--- config.mk ---
export PLATFORM = sky130hd
export DESIGN_NAME = trap_sequencer_flat
export DESIGN_NICKNAME = d
export VERILOG_FILES = /design/src/rtl/trap_sequencer_pkg.sv /design/src/rtl/trap_sequencer_if.sv /design/src/rtl/trap_vector_calc.sv /design/src/rtl/trap_sequencer.sv /design/src/flat_wrapper.sv
export SDC_FILE = /design/constraint.sdc
export NUM_CORES = 1
export LEC_CHECK = 0
export BUFFER_PORTS_ARGS = -buffer_cell sky130_fd_sc_hd__buf_4
export CAP_MARGIN = 0
export CORE_MARGIN = 10
export CORE_UTILIZATION = 36
export DETAILED_ROUTE_END_ITERATION = 10
export PLACE_DENSITY = 0.67
export SYNTH_ARGS = -nofsm -noshare
export SYNTH_HDL_FRONTEND = slang
export SYNTH_SLANG_ARGS = --single-unit
--- constraint.sdc ---
create_clock -name i_clk -period 4.1 [get_ports i_clk]
set_input_delay 0.41 -clock i_clk [delete_from_list [all_inputs] [get_ports i_clk]]
set_output_delay 0.41 -clock i_clk [all_outputs]
set_load 0.1 [all_outputs]
--- src/rtl/trap_sequencer_pkg.sv ---
// Shared encodings for the machine-mode trap sequencer: privilege levels,
// cause codes and the FSM state type.
package trap_sequencer_pkg;

  localparam logic [1:0] MMODE = 2'b11;
  localparam logic [1:0] UMODE = 2'b00;

  localparam logic [3:0] CAUSE_EXT_IRQ   = 4'd11;
  localparam logic [3:0] CAUSE_TIMER_IRQ = 4'd7;
  localparam logic [3:0] CAUSE_ILLEGAL   = 4'd2;

  typedef enum logic [1:0] {
    IDLE      = 2'd0,
    TRAP_SAVE = 2'd1,
    TRAP_JUMP = 2'd2,
    RET_JUMP  = 2'd3
  } state_e;

endpackage

--- src/rtl/trap_sequencer_if.sv ---
// Pipeline <-> trap sequencer signal bundle. The slave side is the sequencer,
// the master side is the execute stage / CSR file that drives it.
interface trap_sequencer_if #(
  parameter int XLEN = 32
);
  logic            i_instValid;
  logic [XLEN-1:0] i_pc;
  logic            i_exceptionFromInst;
  logic [3:0]      i_causeFromInst;
  logic            i_mret;
  logic            i_extIrq;
  logic            i_timerIrq;
  logic            i_meie;
  logic            i_mtie;
  logic [XLEN-1:0] i_mtvec;
  logic [XLEN-1:0] i_mepc;
  logic            i_csrMstatusWe;
  logic            i_csrMIE;
  logic            i_csrMPIE;
  logic [1:0]      i_csrMPP;

  logic            o_stall;
  logic            o_flush;
  logic            o_redirect;
  logic [XLEN-1:0] o_redirectPC;
  logic            o_mepcWe;
  logic            o_mcauseWe;
  logic [XLEN-1:0] o_mepcWdata;
  logic [XLEN-1:0] o_mcauseWdata;
  logic [1:0]      o_privMode;
  logic            o_mstatusMIE;
  logic            o_mstatusMPIE;
  logic [1:0]      o_mstatusMPP;

  modport slave (
    input  i_instValid, i_pc, i_exceptionFromInst, i_causeFromInst, i_mret,
           i_extIrq, i_timerIrq, i_meie, i_mtie, i_mtvec, i_mepc,
           i_csrMstatusWe, i_csrMIE, i_csrMPIE, i_csrMPP,
    output o_stall, o_flush, o_redirect, o_redirectPC, o_mepcWe, o_mcauseWe,
           o_mepcWdata, o_mcauseWdata, o_privMode, o_mstatusMIE,
           o_mstatusMPIE, o_mstatusMPP
  );

  modport master (
    output i_instValid, i_pc, i_exceptionFromInst, i_causeFromInst, i_mret,
           i_extIrq, i_timerIrq, i_meie, i_mtie, i_mtvec, i_mepc,
           i_csrMstatusWe, i_csrMIE, i_csrMPIE, i_csrMPP,
    input  o_stall, o_flush, o_redirect, o_redirectPC, o_mepcWe, o_mcauseWe,
           o_mepcWdata, o_mcauseWdata, o_privMode, o_mstatusMIE,
           o_mstatusMPIE, o_mstatusMPP
  );
endinterface

--- src/rtl/trap_vector_calc.sv ---
// Trap target PC from mtvec: direct mode, or vectored (base + 4*code) for
// interrupts only. Reserved modes 2 and 3 behave as direct.
module trap_vector_calc #(
  parameter int XLEN = 32
) (
  input  logic [XLEN-1:0] i_mtvec,
  input  logic            i_isIrq,
  input  logic [3:0]      i_code,
  output logic [XLEN-1:0] o_target
);

  logic [XLEN-1:0] base;
  logic [XLEN-1:0] offset;

  always_comb begin
    base   = i_mtvec & ~XLEN'(3);
    offset = XLEN'(i_code) << 2;
    if (i_isIrq && (i_mtvec[1:0] == 2'b01)) begin
      o_target = base + offset;
    end else begin
      o_target = base;
    end
  end

endmodule

--- src/rtl/trap_sequencer.sv ---
// Machine-mode trap entry / mret sequencer: arbitrates exceptions and
// interrupts, emits mepc/mcause writes, redirects fetch and updates mstatus.
module trap_sequencer
  import trap_sequencer_pkg::*;
#(
  parameter int         XLEN       = 32,
  parameter logic [1:0] RESET_PRIV = 2'b11
) (
  input  logic             i_clk,
  input  logic             i_rst_n,
  trap_sequencer_if.slave  bus
);

  // state     | meaning
  // IDLE      | watching execute stage for exceptions, irqs and mret
  // TRAP_SAVE | writing mepc/mcause, pipeline stalled and flushed
  // TRAP_JUMP | redirecting to trap vector, entering M-mode
  // RET_JUMP  | redirecting to mepc, restoring privilege from MPP

  state_e          state_q;
  logic            irq_q;
  logic [3:0]      code_q;
  logic [1:0]      priv_q;
  logic            mie_q;
  logic            mpie_q;
  logic [1:0]      mpp_q;

  logic            stall_q;
  logic            flush_q;
  logic            redirect_q;
  logic [XLEN-1:0] redirect_pc_q;
  logic            mepc_we_q;
  logic            mcause_we_q;
  logic [XLEN-1:0] mepc_wdata_q;
  logic [XLEN-1:0] mcause_wdata_q;

  logic            irq_ok;
  logic            take_trap_d;
  logic            take_mret_d;
  logic            trap_irq_d;
  logic [3:0]      trap_code_d;
  logic [XLEN-1:0] vec_pc;

  always_comb begin
    irq_ok      = mie_q | (priv_q != MMODE);
    take_trap_d = 1'b0;
    take_mret_d = 1'b0;
    trap_irq_d  = 1'b0;
    trap_code_d = 4'd0;
    if (bus.i_instValid) begin
      if (bus.i_exceptionFromInst) begin
        take_trap_d = 1'b1;
        trap_code_d = bus.i_causeFromInst;
      end else if (bus.i_mret && (priv_q != MMODE)) begin
        take_trap_d = 1'b1;
        trap_code_d = CAUSE_ILLEGAL;
      end else if (bus.i_extIrq && bus.i_meie && irq_ok) begin
        take_trap_d = 1'b1;
        trap_irq_d  = 1'b1;
        trap_code_d = CAUSE_EXT_IRQ;
      end else if (bus.i_timerIrq && bus.i_mtie && irq_ok) begin
        take_trap_d = 1'b1;
        trap_irq_d  = 1'b1;
        trap_code_d = CAUSE_TIMER_IRQ;
      end else if (bus.i_mret) begin
        take_mret_d = 1'b1;
      end
    end
  end

  trap_vector_calc #(.XLEN(XLEN)) u_vec (
    .i_mtvec  (bus.i_mtvec),
    .i_isIrq  (irq_q),
    .i_code   (code_q),
    .o_target (vec_pc)
  );

  always_ff @(posedge i_clk or negedge i_rst_n) begin
    if (!i_rst_n) begin
      state_q        <= IDLE;
      irq_q          <= 1'b0;
      code_q         <= 4'd0;
      priv_q         <= RESET_PRIV;
      mie_q          <= 1'b0;
      mpie_q         <= 1'b0;
      mpp_q          <= UMODE;
      stall_q        <= 1'b0;
      flush_q        <= 1'b0;
      redirect_q     <= 1'b0;
      redirect_pc_q  <= '0;
      mepc_we_q      <= 1'b0;
      mcause_we_q    <= 1'b0;
      mepc_wdata_q   <= '0;
      mcause_wdata_q <= '0;
    end else begin
      // Every pulse and its data default low; only the active state raises them.
      stall_q        <= 1'b0;
      flush_q        <= 1'b0;
      redirect_q     <= 1'b0;
      redirect_pc_q  <= '0;
      mepc_we_q      <= 1'b0;
      mcause_we_q    <= 1'b0;
      mepc_wdata_q   <= '0;
      mcause_wdata_q <= '0;
      case (state_q)
        IDLE: begin
          if (take_trap_d) begin
            state_q        <= TRAP_SAVE;
            irq_q          <= trap_irq_d;
            code_q         <= trap_code_d;
            mepc_we_q      <= 1'b1;
            mepc_wdata_q   <= bus.i_pc & ~XLEN'(3);
            mcause_we_q    <= 1'b1;
            mcause_wdata_q <= {trap_irq_d, {(XLEN-5){1'b0}}, trap_code_d};
            stall_q        <= 1'b1;
            flush_q        <= 1'b1;
          end else if (take_mret_d) begin
            state_q       <= RET_JUMP;
            redirect_q    <= 1'b1;
            redirect_pc_q <= bus.i_mepc & ~XLEN'(3);
            flush_q       <= 1'b1;
          end else if (bus.i_csrMstatusWe) begin
            mie_q  <= bus.i_csrMIE;
            mpie_q <= bus.i_csrMPIE;
            mpp_q  <= bus.i_csrMPP;
          end
        end
        TRAP_SAVE: begin
          state_q       <= TRAP_JUMP;
          redirect_q    <= 1'b1;
          redirect_pc_q <= vec_pc;
          flush_q       <= 1'b1;
        end
        TRAP_JUMP: begin
          state_q <= IDLE;
          mpie_q  <= mie_q;
          mie_q   <= 1'b0;
          mpp_q   <= priv_q;
          priv_q  <= MMODE;
        end
        RET_JUMP: begin
          state_q <= IDLE;
          mie_q   <= mpie_q;
          mpie_q  <= 1'b1;
          priv_q  <= mpp_q;
          mpp_q   <= UMODE;
        end
      endcase
    end
  end

  assign bus.o_stall       = stall_q;
  assign bus.o_flush       = flush_q;
  assign bus.o_redirect    = redirect_q;
  assign bus.o_redirectPC  = redirect_pc_q;
  assign bus.o_mepcWe      = mepc_we_q;
  assign bus.o_mcauseWe    = mcause_we_q;
  assign bus.o_mepcWdata   = mepc_wdata_q;
  assign bus.o_mcauseWdata = mcause_wdata_q;
  assign bus.o_privMode    = priv_q;
  assign bus.o_mstatusMIE  = mie_q;
  assign bus.o_mstatusMPIE = mpie_q;
  assign bus.o_mstatusMPP  = mpp_q;

endmodule

--- src/flat_wrapper.sv ---
// flat-port wrapper written by rule: the top's interface ports become plain ports
module trap_sequencer_flat import trap_sequencer_pkg::*;
#(
  parameter int         XLEN       = 32,
  parameter logic [1:0] RESET_PRIV = 2'b11
)
  (i_clk, i_rst_n, bus_i_instValid, bus_i_pc, bus_i_exceptionFromInst, bus_i_causeFromInst, bus_i_mret, bus_i_extIrq, bus_i_timerIrq, bus_i_meie, bus_i_mtie, bus_i_mtvec, bus_i_mepc, bus_i_csrMstatusWe, bus_i_csrMIE, bus_i_csrMPIE, bus_i_csrMPP, bus_o_stall, bus_o_flush, bus_o_redirect, bus_o_redirectPC, bus_o_mepcWe, bus_o_mcauseWe, bus_o_mepcWdata, bus_o_mcauseWdata, bus_o_privMode, bus_o_mstatusMIE, bus_o_mstatusMPIE, bus_o_mstatusMPP);
  trap_sequencer_if #(.XLEN(XLEN)) bus_i ();
  input  logic i_clk;
  input  logic i_rst_n;
  input wire logic [$bits(bus_i.i_instValid)-1:0] bus_i_instValid;
  input wire logic [$bits(bus_i.i_pc)-1:0] bus_i_pc;
  input wire logic [$bits(bus_i.i_exceptionFromInst)-1:0] bus_i_exceptionFromInst;
  input wire logic [$bits(bus_i.i_causeFromInst)-1:0] bus_i_causeFromInst;
  input wire logic [$bits(bus_i.i_mret)-1:0] bus_i_mret;
  input wire logic [$bits(bus_i.i_extIrq)-1:0] bus_i_extIrq;
  input wire logic [$bits(bus_i.i_timerIrq)-1:0] bus_i_timerIrq;
  input wire logic [$bits(bus_i.i_meie)-1:0] bus_i_meie;
  input wire logic [$bits(bus_i.i_mtie)-1:0] bus_i_mtie;
  input wire logic [$bits(bus_i.i_mtvec)-1:0] bus_i_mtvec;
  input wire logic [$bits(bus_i.i_mepc)-1:0] bus_i_mepc;
  input wire logic [$bits(bus_i.i_csrMstatusWe)-1:0] bus_i_csrMstatusWe;
  input wire logic [$bits(bus_i.i_csrMIE)-1:0] bus_i_csrMIE;
  input wire logic [$bits(bus_i.i_csrMPIE)-1:0] bus_i_csrMPIE;
  input wire logic [$bits(bus_i.i_csrMPP)-1:0] bus_i_csrMPP;
  output wire logic [$bits(bus_i.o_stall)-1:0] bus_o_stall;
  output wire logic [$bits(bus_i.o_flush)-1:0] bus_o_flush;
  output wire logic [$bits(bus_i.o_redirect)-1:0] bus_o_redirect;
  output wire logic [$bits(bus_i.o_redirectPC)-1:0] bus_o_redirectPC;
  output wire logic [$bits(bus_i.o_mepcWe)-1:0] bus_o_mepcWe;
  output wire logic [$bits(bus_i.o_mcauseWe)-1:0] bus_o_mcauseWe;
  output wire logic [$bits(bus_i.o_mepcWdata)-1:0] bus_o_mepcWdata;
  output wire logic [$bits(bus_i.o_mcauseWdata)-1:0] bus_o_mcauseWdata;
  output wire logic [$bits(bus_i.o_privMode)-1:0] bus_o_privMode;
  output wire logic [$bits(bus_i.o_mstatusMIE)-1:0] bus_o_mstatusMIE;
  output wire logic [$bits(bus_i.o_mstatusMPIE)-1:0] bus_o_mstatusMPIE;
  output wire logic [$bits(bus_i.o_mstatusMPP)-1:0] bus_o_mstatusMPP;
  assign bus_i.i_instValid = bus_i_instValid;
  assign bus_i.i_pc = bus_i_pc;
  assign bus_i.i_exceptionFromInst = bus_i_exceptionFromInst;
  assign bus_i.i_causeFromInst = bus_i_causeFromInst;
  assign bus_i.i_mret = bus_i_mret;
  assign bus_i.i_extIrq = bus_i_extIrq;
  assign bus_i.i_timerIrq = bus_i_timerIrq;
  assign bus_i.i_meie = bus_i_meie;
  assign bus_i.i_mtie = bus_i_mtie;
  assign bus_i.i_mtvec = bus_i_mtvec;
  assign bus_i.i_mepc = bus_i_mepc;
  assign bus_i.i_csrMstatusWe = bus_i_csrMstatusWe;
  assign bus_i.i_csrMIE = bus_i_csrMIE;
  assign bus_i.i_csrMPIE = bus_i_csrMPIE;
  assign bus_i.i_csrMPP = bus_i_csrMPP;
  assign bus_o_stall = bus_i.o_stall;
  assign bus_o_flush = bus_i.o_flush;
  assign bus_o_redirect = bus_i.o_redirect;
  assign bus_o_redirectPC = bus_i.o_redirectPC;
  assign bus_o_mepcWe = bus_i.o_mepcWe;
  assign bus_o_mcauseWe = bus_i.o_mcauseWe;
  assign bus_o_mepcWdata = bus_i.o_mepcWdata;
  assign bus_o_mcauseWdata = bus_i.o_mcauseWdata;
  assign bus_o_privMode = bus_i.o_privMode;
  assign bus_o_mstatusMIE = bus_i.o_mstatusMIE;
  assign bus_o_mstatusMPIE = bus_i.o_mstatusMPIE;
  assign bus_o_mstatusMPP = bus_i.o_mstatusMPP;
  trap_sequencer #(.XLEN(XLEN), .RESET_PRIV(RESET_PRIV)) u_core (.i_clk(i_clk), .i_rst_n(i_rst_n), .bus(bus_i));
endmodule
==> impl_results.md <==
* Initial core utilization at 37.0%
* Place WS at 1.53 ns
* YS warnings at 0
* Reg2Reg Setup Slack at ~1.5 ns
* Root Driver: clkbuf_16
* Hold buffers post-CTS at 0
* Sinks on Clock Net at 81
* Outcome: completed
* Clock Latency Late Sink at about 0.33 ns
* Routed length per instance at 18.3 um
* Reg power frac at between 20 and 30%
* Drt via density at between 4 and 5
* DRT Pass-1 Iters at 4
* Cell mode on critical path: nand2_1
* Final Slew Violations at 0
* Post-DRT Antenna Nets at 0
* Capturing point of the worst reg2reg path: u_core.bus.o_mepcWdata[25]$_DFF_PN0_
* Vias in the first global route at between 3000 and 4000
* First-pass GRT wire length at 19000 um
* TritonCTS Buffers at 9
* Layout cells sized above 1 at a little over two fifths
* H-tree lvl count at 3
* # IOs at roughly 220
* Die ar. at roughly 16000 um^2
* Area Overhead vs Synth at 41.1%
* Avg Cell Area, Syn at about 11 um^2
* Gate power share at between 50% and 60%
* Gates resized, CTS repair at 0
* # diodes at 0
* VDD IR max at roughly 390 uV
* Crit path max fanout at 39
* Max_cap viols at 0
* Post-synthesis register bit count at 81
* DRT iter0 DRCs at between 200 and 250
* Buf/Inv on CP at 1
* Total power at around 3800 uW
* Reg2Reg Launch Point: u_core.bus.o_privMode[1]$_DFFE_PN1N_
* Most used DFF post-synth: dfrtp_1
* Initial antenna violation count at 0
* Setup Fix Bufs, Post-CTS at 0
* Clk buf depth at 2
* Top delay family on crit path: simple AND/OR/NAND/NOR gates
* P_leak at 0.00279 uW
* Hold Fails Final Rpt at 0
* Netlist cell types at 51
* Routing usage on met2 at 24.1%
* Max Fclk at a little under 400 MHz
* Psw at between 1500 and 2000 uW
* Final core utilization at 52.3%
* Core area at 10900 um^2
* Sw Share at 50.9%
* Setup TNS after final layout at 0 ns
* DRC viols at 0
* Slowest stage delay, CP at 0.57 ns
* Seq/Total Area, Yosys at 50.1%
* M3 GR Usage at under 10%
* Finished Layout Cells at approximately 680
* Overall die width at 126 um
* Cell depth of the worst flop-to-flop path at 6
* Hold Crit Class: input port to asynchronous set/reset pin
* Critical path's slowest cell: dfstp_2
* Gr busiest metal: met2
* Placed cell count at about 670
* Critical Path RT at ~4.3 ns
* All-Layer GR Usage at between 10% and 20%
* DP Wirelength at between 9000 and 10000 um
* Rel. slew slack at between 30% and 40%
* Crit end category: flip-flop
* Measured slew at the worst slew-check pin at 1.03 ns
* Critical path class: flip-flop to flip-flop
* Clock skew at between 0.009 and 0.01 ns
* CP Cell Sequence: nand3b_1, a221oi_1, nand2_1, nand2_1, inv_1, and2_1
* Buffers on Ports at 185
* Clk network pwr share at around 22%
* Total global routing overflow at 0
* RSZ-0062 raised after global routing: no
* Clock transition at path regs at ~0.07 ns
* Vias at 3250
* Final Wtd Congestion at ~0.8
* Final setup margin at ~1.5 ns
* Internal power at roughly 1900 uW
* DRT Wirelength at roughly 12000 um
* Final net count at approximately 660
* Startpoint Class: flip-flop
* CTS tree: built
* Worst path arrival time at around 2.8 ns
* Core Rows at 38
* Largest net degree at the start of global routing at a little over 80
* Synthesized area at just over 4000 um^2
* M1 GR Usage at 17.7%
* Fin crit share at a little over three fifths
* PD cells at about 670 nW/um^2
* Post-synthesis instance total at approximately 360
* Post-synth EDFFs at 0
* Asr flop ratio synth at 100%
* Min cycle time layout at 2.58 ns
* Finish-stage setup viols at 0
* Die height at between 100 and 150 um
area by class of cell:
class / count / area, um^2
Sequential cell: 81 / 2030
Multi-Input combinational cell: 251 / 1780
Inverter: 5 / 18.8
Timing Repair Buffer: 188 / 1410
Tap cell: 140 / 175
Fill cell: 1018 / 5220
Clock inverter: 6 / 65.1
Clock buffer: 10 / 239
kinds of logic after synthesis:
kind of cell / count (synthesis) / synth area share (%)
adder cells (fa/ha/maj): 5 / 1.73
flip-flops: 81 / 50.1
AND/OR/NAND/NOR: 118 / 19.1
other: 1 / 0.0926
multiplexers: 6 / 1.48
XOR/XNOR: 27 / 5.84
buffers and inverters: 57 / 9.05
AO/OA/AOI/OAI: 64 / 12.6
through the flow:
step / hold slack (ns) / instance area [um^2]
6_report: 0.256 / 5720
3_3_place_gp: 0.526 / 5410
3_5_place_dp: 0.531 / 5410
5_1_grt: 0.270 / 5720
2_1_floorplan: 0.114 / 4160
4_1_cts: 0.269 / 5720
power groups by stage:
stage / clock network (uW) / registers [uW] / logic [uW]
final: 817 / 1050 / 1940
after global routing: 870 / 1070 / 2030
after CTS: 844 / 1050 / 1960
after detailed placement: 0 / 1060 / 1960
after global placement: 0 / 1060 / 1940
after floorplan: 0 / 1990 / 571
worst max-delay path by stage:
stage,start,to,slack [ns],depth (start not counted)
floorplan,u_core.bus.o_mstatusMIE$_DFFE_PN0P_,u_core.bus.o_mepcWdata[30]$_DFF_PN0_,1.64,8
global placement,u_core.bus.o_privMode[1]$_DFFE_PN1N_,u_core.bus.o_mepcWdata[25]$_DFF_PN0_,1.60,6
detailed placement,u_core.bus.o_privMode[0]$_DFFE_PN1N_,u_core.bus.o_mepcWdata[25]$_DFF_PN0_,1.53,6
CTS,u_core.bus.o_privMode[0]$_DFFE_PN1N_,u_core.bus.o_mepcWdata[25]$_DFF_PN0_,1.50,6
global route,u_core.bus.o_privMode[0]$_DFFE_PN1N_,u_core.code_q[3]$_DFFE_PN0N_,1.24,7
finish,u_core.bus.o_privMode[1]$_DFFE_PN1N_,u_core.bus.o_mepcWdata[25]$_DFF_PN0_,1.52,6
state kept, by name, summed over array words and instances, names as in the netlist:
name                      count
u_core.bus.o_mstatusMPP       2
u_core.bus.o_flush            1
u_core.bus.o_mepcWdata       30
u_core.code_q                 4
u_core.irq_q                  1
u_core.bus.o_stall            1
u_core.bus.o_redirect         1
u_core.bus.o_privMode         2
u_core.bus.o_mcauseWdata      5
u_core.bus.o_mstatusMPIE      1
u_core.bus.o_mstatusMIE       1
u_core.state_q                2
u_core.bus.o_redirectPC      30
cell usage after synthesis, drive strengths merged, types with 2 or more instances:
master	number	area, um^2
a211o	2	17.5
a21o	4	30.0
a21oi	20	100
a22oi	2	15.0
and2	36	225
and3	4	25.0
and4	2	17.5
buf	41	307
clkbuf	11	41.3
dfrtp	79	1980
dfstp	2	52.6
ha	4	50.1
inv	5	18.8
mux2i	6	60.1
nand2	16	60.1
nand3	7	35.0
nand3b	2	27.5
nand4	7	50.1
nor2	16	60.1
nor3	7	45.0
nor3b	3	27.5
nor4	11	128
nor4b	2	30.0
o22a	2	17.5
o2bb2ai	28	283
xnor2	26	228
placed cells by master, fill, tap and decap left out, types with 2 or more instances in the layout:
cell type / count
a211o_1: 2
a21o_1: 4
a21oi_1: 20
a22oi_1: 2
and2_1: 36
and3_1: 4
and4_1: 2
buf_4: 188
clkbuf_16: 9
clkinv_2: 2
conb_1: 31
dfrtp_1: 79
dfstp_2: 2
ha_1: 4
inv_1: 5
mux2i_1: 6
nand2_1: 16
nand3_1: 7
nand4_1: 6
nor2_1: 15
nor3_1: 5
nor3_2: 2
nor3b_1: 2
nor4_1: 3
nor4_2: 7
nor4b_2: 2
o22a_1: 2
o2bb2ai_1: 22
o2bb2ai_2: 6
xnor2_1: 26
layer usage:
metal  vias up  routed length [um]  share of wire [%]
met2       153                5960                 48
met4         0                 221                1.8
met3        14                1090                8.8
li1       1543                   -                  -
met5         -                   0                  0
met1      1540                5180                 42
No activity file was read; power rests on OpenSTA's default activity.
